[src/rtl/cam_match_iter.sv]
// cam_match_iter
//   Walks the set bits of a CAM match vector from the lowest index upward and
//   emits one entry index per handshake beat. The index drives the select
//   input of the CAM read-out multiplexer. An all-zero vector that is accepted
//   produces a one-cycle miss pulse instead of any beats.
//
// Optional build macro: CAM_ITER_FLUSH_EN (adds flush_i, which drops the
//   vector being walked and any vector offered in the same cycle).
//
// Ports:
//   clk_i          clock, rising edge
//   rst_ni         asynchronous active-low reset
//   flush_i        (CAM_ITER_FLUSH_EN only) abandon the current vector
//   match_valid_i  match vector valid
//   match_ready_o  block can accept a match vector (IDLE)
//   match_vec_i    match vector, bit k set = entry k matched
//   sel_valid_o    sel_o holds a valid entry index (SCAN)
//   sel_ready_i    downstream consumes the current index
//   sel_o          index of the lowest pending set bit
//   sel_last_o     current index is the final pending match
//   miss_o         one-cycle pulse after an all-zero vector is accepted
//   busy_o         high while in SCAN
module cam_match_iter #(
  parameter int SELECT_WIDTH = 5
) (
  input  logic                         clk_i,
  input  logic                         rst_ni,
`ifdef CAM_ITER_FLUSH_EN
  input  logic                         flush_i,
`endif
  input  logic                         match_valid_i,
  output logic                         match_ready_o,
  input  logic [(2**SELECT_WIDTH)-1:0] match_vec_i,
  output logic                         sel_valid_o,
  input  logic                         sel_ready_i,
  output logic [SELECT_WIDTH-1:0]      sel_o,
  output logic                         sel_last_o,
  output logic                         miss_o,
  output logic                         busy_o
);

  localparam int ENTRIES = 2**SELECT_WIDTH;
  localparam logic [ENTRIES-1:0] ONE_VEC = ENTRIES'(1);

  typedef enum logic {IDLE, SCAN} state_t;

  state_t             state_reg, state_next;
  logic [ENTRIES-1:0] pending_reg, pending_next;
  logic               miss_reg, miss_next;

  logic               flush;
  logic [ENTRIES-1:0] lowest_onehot;
  logic               single_bit;
  logic [SELECT_WIDTH-1:0] sel_enc;

`ifdef CAM_ITER_FLUSH_EN
  assign flush = flush_i;
`else
  assign flush = 1'b0;
`endif

  // Two's-complement trick isolates the lowest set bit of pending.
  assign lowest_onehot = pending_reg & (~pending_reg + ONE_VEC);
  // Exactly one bit set: clearing the lowest bit leaves nothing.
  assign single_bit = (pending_reg != '0) &&
                      ((pending_reg & (pending_reg - ONE_VEC)) == '0);

  // One-hot to binary; lowest_onehot has at most one bit set.
  always_comb begin
    sel_enc = '0;
    for (int k = 0; k < ENTRIES; k++) begin
      if (lowest_onehot[k]) begin
        sel_enc = k[SELECT_WIDTH-1:0];
      end
    end
  end

  always_ff @(posedge clk_i or negedge rst_ni) begin
    if (!rst_ni) begin
      state_reg   <= IDLE;
      pending_reg <= '0;
      miss_reg    <= 1'b0;
    end else begin
      state_reg   <= state_next;
      pending_reg <= pending_next;
      miss_reg    <= miss_next;
    end
  end

  always_comb begin
    state_next   = state_reg;
    pending_next = pending_reg;
    miss_next    = 1'b0;
    case (state_reg)
      IDLE: begin
        if (match_valid_i && !flush) begin
          if (match_vec_i != '0) begin
            pending_next = match_vec_i;
            state_next   = SCAN;
          end else begin
            miss_next = 1'b1;
          end
        end
      end
      SCAN: begin
        if (sel_ready_i) begin
          pending_next = pending_reg & ~lowest_onehot;
          if (single_bit) begin
            state_next = IDLE;
          end
        end
      end
      default: begin
        state_next   = IDLE;
        pending_next = '0;
      end
    endcase
    // Flush overrides any beat or accept in the same cycle.
    if (flush) begin
      state_next   = IDLE;
      pending_next = '0;
    end
  end

  assign match_ready_o = (state_reg == IDLE);
  assign sel_valid_o   = (state_reg == SCAN);
  assign busy_o        = (state_reg == SCAN);
  assign sel_o         = sel_enc;
  assign sel_last_o    = (state_reg == SCAN) && single_bit;
  assign miss_o        = miss_reg;

endmodule

[config.mk]
export PLATFORM = sky130hd
export DESIGN_NAME = cam_match_iter
export DESIGN_NICKNAME = d
export VERILOG_FILES = /design/src/rtl/cam_match_iter.sv
export SDC_FILE = /design/constraint.sdc
export NUM_CORES = 1
export LEC_CHECK = 0
export ABC_AREA = 1
export CAP_MARGIN = 15
export CORE_MARGIN = 2
export CORE_UTILIZATION = 35
export DETAILED_ROUTE_END_ITERATION = 7
export GPL_TIMING_DRIVEN = 0
export HOLD_SLACK_MARGIN = 0.06
export SLEW_MARGIN = 0
export SYNTH_ARGS = -nofsm -noshare
export SYNTH_HDL_FRONTEND = slang
export SYNTH_SLANG_ARGS = --single-unit
[constraint.sdc]
create_clock -name clk_i -period 4 [get_ports clk_i]
set_input_delay 0.8 -clock clk_i [delete_from_list [all_inputs] [get_ports clk_i]]
set_output_delay 0.8 -clock clk_i [all_outputs]
set_load 0.1 [all_outputs]
* Yosys cells after proc, flatten, opt, wreduce, memory -nomap -nowiden
Index checks and enable logic that the tools add are counted.
W data, S select, Z words.
** Word-level totals
- Flip-flop bits (word level) :: 34
- Input port bits :: 36
** Operators by class
- $add $sub $neg :: 2
- Equal/unequal tests :: 3
- Multiplexer cells :: 43
- Bitwise logic cells :: 6
- Reductions and logical operators :: 6
** Operators by type and width (count)
- $mux W5 :: 22
- $and A32 B32 Y32 :: 3
- $mux W32 :: 3
- $not A32 Y32 :: 2
- $pmux W32 S2 :: 1
- $reduce_bool A32 Y1 :: 2
- $add A32 B1 Y32 const B :: 1
- $logic_not A32 Y1 :: 1
- $sub A32 B1 Y32 const B :: 1
- $mux W3 :: 4
- $mux W1 :: 8
- $mux W4 :: 2
- $mux W2 :: 2
- $ne A2 B2 Y1 const B :: 2
- $reduce_and A3 Y1 :: 1
- $logic_and A1 B1 Y1 :: 2
- $ne A2 B1 Y1 const B :: 1
- $pmux W1 S2 :: 1
- $not A1 Y1 :: 1

* Longest topological paths before layout
Gate-level depths: netlist of the first run.
- Depth after elaboration :: 34
- Depth in mapped cells :: 16
- Mapped depth without buffers :: 16

* Worst setup path before layout of the first run
No wires, ideal clock.
- Path kind :: reg-to-output
- Start :: register state_reg, in the netlist busy_o
- End :: output sel_last_o
- Data arrival time :: 3504 ps
- Data required time :: 3200 ps
- Slack :: -304 ps
- Cell stages (with the launch flop) :: 5
- Path through :: dfrtp_1 > clkbuf_1 > inv_1 > clkbuf_1 > nor2_1
** On the way
- Longest elaborated chain between the ends :: 1
** RTL lines
- start: declaration :: line 47 : state_t state_reg, state_next;
- start signal: assignment :: line 84 : state_reg <= state_next;
- $logic_and A1 B1 Y1 :: line 129 : assign sel_last_o = (state_reg == SCAN) && single_bit;
- end: declaration :: line 37 : output logic sel_last_o,
Every way passes these cells.

* Worst setup path after layout of the first run
- Start :: register state_reg, in the netlist busy_o
- End :: output match_ready_o
** On the way
- Longest elaborated chain between the ends :: 1
** RTL lines
- $not A1 Y1
- end: declaration :: line 32 : output logic match_ready_o,
Every way passes these cells.

==> impl_metrics.env, run 1 <==
export IMPL_synth_flop_cell="dfrtp_1"
export IMPL_cap_violations=0
export IMPL_synth_seq_cells=34
export IMPL_clk_pin_slew_ns=0.08
export IMPL_fp_dieH_um=91.4
export IMPL_slew_viol_final=0
export IMPL_die_width_um=91.4
export IMPL_cts_root_buf="clkbuf_8"
export IMPL_fin_skew_ns=0.00613
export IMPL_drt_iter0_drc=227
export IMPL_netlist_instances=413
export IMPL_cp_data_arrival_time_ns=2.97
export IMPL_fmax_mhz=265
export IMPL_cpMostUsedCell="clkbuf_1"
export IMPL_synth_cell_types=32
export IMPL_clock_path_buffers=2
export IMPL_core_area_sq_um=7330
export IMPL_clock_latency_ns=0.30
export IMPL_nets=501
export IMPL_rsz0062_at_grt="no"
export IMPL_largest_register_ffs=32
export IMPL_cts_buffers=5
export IMPL_route_detailed_vias_per_inst=5.41
export IMPL_die_area_sq_um=8350
export IMPL_drc=0
export IMPL_instances_no_fill=565
export IMPL_io_buffers=45
export IMPL_ys_seq_area_share_pct=31.9
export IMPL_routed_wl_mm=9.16
export IMPL_n_antenna_cell=0
export IMPL_num_rows=31
export IMPL_cp_data_required_time_ns=3.20
export IMPL_end_kind="output port"
export IMPL_critPathSlowestCell="clkdlybuf4s50_1"
export IMPL_antenna_found_initial=0
export IMPL_num_vias=3055
export IMPL_initial_core_util_pct=36.4
export IMPL_cts_tree="yes"
export IMPL_gp_congestion=0.950
export IMPL_maxSlewHeadroom_pct=34.5
export IMPL_period_minus_slack_ns=3.77
export IMPL_synthToLayoutAreaGrowth_pct=25.0
export IMPL_path_class="reg -> out"
export IMPL_setup_viol=0
export IMPL_worstMarginPinSlew_ns=0.979
export IMPL_cp_start_kind="register"
export IMPL_ant_nets=0
export IMPL_wire_per_inst_um=16.2
export IMPL_cts_setup_buffers=0
export IMPL_grt_max_degree=35
export IMPL_synth_edff_count=0
export IMPL_syn_avg_cell_area_sq_um=6.47
export IMPL_grt_first_pass_wirelength_mm=15.1
export IMPL_dp_slack_ns=-0.143
export IMPL_async_reset_ff_share_pct=100
export IMPL_netlist_area_sq_um=2670
export IMPL_status="finished clean"
export IMPL_slowest_delay_ns=1.25
export IMPL_dp_hpwl_mm=7.18
export IMPL_crit_chain="clkbuf_1 -> inv_1 -> clkbuf_1 -> clkdlybuf4s50_1"
export IMPL_h_tree_depth=2
export IMPL_grt_overflow_total=0
export IMPL_io_pins=46
export IMPL_fin_crit_sh_pct=94.3
export IMPL_crit_path_max_fanout=10
export IMPL_synth_fp_nets=449
export IMPL_final_hold_viol_count=0
export IMPL_power_density_nw_per_um2=640
export IMPL_grt_pass1_vias=2955
export IMPL_layout_setup_ws_ns=0.226
export IMPL_drive_gt1_share_pct=9.01
export IMPL_cts_sinks=34
export IMPL_yosysWarnings=0
export IMPL_hp_class="in -> async"
export IMPL_drtPass1Iterations=5
export IMPL_cts_hold_buf=0
export IMPL_dp_cells=557
export IMPL_p_leak_uw=0.00154
export IMPL_ir_worst_vdd_uv=249
export IMPL_gr_usage_all_layers_pct=23.1
cell families (layout without fill, tap and decap cells):
group / count (synthesis) / count (layout) / share of synthesized area [%]
AOI/OAI and AO/OA: 87 / 87 / 19.0
buffers and inverters: 60 / 113 / 8.90
DFF: 34 / 34 / 31.9
and+or+nand+nor: 232 / 232 / 40.2
synth_stat cells, drive strengths merged, types with 4 or more instances:
master | count | area, sq um
nand2 | 111 | 437
nor2 | 70 | 320
o21ai | 49 | 245
inv | 46 | 173
dfrtp | 34 | 851
o211ai | 21 | 158
nand3 | 16 | 97.6
nand4 | 16 | 100
clkbuf | 10 | 37.5
nor4 | 10 | 62.6
nor3 | 8 | 51.3
a21oi | 7 | 35.0
o22ai | 5 | 31.3
buf | 4 | 27.5
worst paths after layout:
| check | depth (start not counted) | end | from | slack [ns] |
|---|---|---|---|---|
| min in group clk_i | 2 | pending_reg[31]$_DFFE_PN0P_ | pending_reg[31]$_DFFE_PN0P_ | 0.59 |
| setup / recovery | 4 | match_ready_o | busy_o$_DFF_PN0_ | 0.23 |
| setup reg to reg | 7 | pending_reg[14]$_DFFE_PN0P_ | busy_o$_DFF_PN0_ | 1.74 |
| max in group asynchronous | 1 | pending_reg[9]$_DFFE_PN0P_ | rst_ni | 2.87 |
| hold / removal | 1 | pending_reg[5]$_DFFE_PN0P_ | rst_ni | 0.59 |
| hold reg to reg | 2 | pending_reg[31]$_DFFE_PN0P_ | pending_reg[31]$_DFFE_PN0P_ | 0.59 |
report_power, final:
group	switching [uW]	internal [uW]
Clock	141	184
Sequential	159	460
Combinational	844	349
cell type report:
type / instances / area (sq um)
Sequential cell: 34 / 851
Clock buffer: 5 / 68.8
Timing Repair Buffer: 45 / 433
Multi-Input combinational cell: 319 / 1590
Tap cell: 99 / 124
Buffer: 14 / 65.1
Fill cell: 770 / 3990
Clock inverter: 3 / 40.0
Inverter: 46 / 173
worst max-delay path: cells and delay by family (launching register included):
family                 cells  cell delay [ns]
buffers and inverters      4             2.27
flip-flops                 1             0.40
timing repair:
action                     4_1_cts  5_1_grt
setup endpoints to repair        4        6
resized for setup                6       12
pin swaps                        0        0
hold endpoints to repair         0        0
cloned                           0        0
stage by stage:
stage | total power [uW] | hold WS, ns | TNS, ns | cell area, sq um | utilization, %
6_report | 2140 | 0.590 | 0 | 3340 | 45.6
5_1_grt | 2310 | 0.621 | 0 | 3340 | 45.6
4_1_cts | 2140 | 0.584 | 0 | 3350 | 45.7
3_5_place_dp | 1820 | 0.570 | -0.143 | 3240 | 44.2
3_3_place_gp | 1810 | 0.562 | -0.169 | 3250 | 44.3
2_1_floorplan | 1490 | 0.504 | 0 | 2670 | -
routing by layer:
metal	share of wire (%)	wire, um	up-vias	GRT usage, %
met3	7.0	643	19	3.40
met1	45	4130	1414	32.4
met2	46	4170	126	37.2
li1	-	-	1496	-
met4	2.3	212	0	6.44
met5	0	0	-	0
placed cells by master, fill, tap and decap left out, types with 3 or more instances in the layout:
master | Yosys | final
a21oi_1 | 7 | 7
clkbuf_1 | 10 | 10
clkbuf_2 | 0 | 3
clkbuf_8 | 0 | 5
clkdlybuf4s50_1 | 0 | 38
dfrtp_1 | 34 | 34
inv_1 | 43 | 43
inv_2 | 3 | 3
nand2_1 | 105 | 105
nand2_2 | 5 | 5
nand3_1 | 14 | 14
nand4_1 | 16 | 16
nor2_1 | 57 | 56
nor2_2 | 8 | 9
nor2_4 | 5 | 5
nor3_1 | 7 | 7
nor4_1 | 10 | 10
o211ai_1 | 21 | 21
o21ai_0 | 44 | 44
o21ai_1 | 5 | 5
o22ai_1 | 5 | 5
Power figures use the tool's default switching activity.
==> inputs of run 2 (changes only) <==
--- a/config.mk
+++ b/config.mk
@@ -6,6 +6,7 @@
 export NUM_CORES = 1
 export LEC_CHECK = 0
 export ABC_AREA = 1
+export ABC_CLOCK_PERIOD_IN_PS = 4000
 export CAP_MARGIN = 15
 export CORE_MARGIN = 2
 export CORE_UTILIZATION = 35
==> results of run 2 <==
Final layout, timing and power as in run 1 (identical DEF).
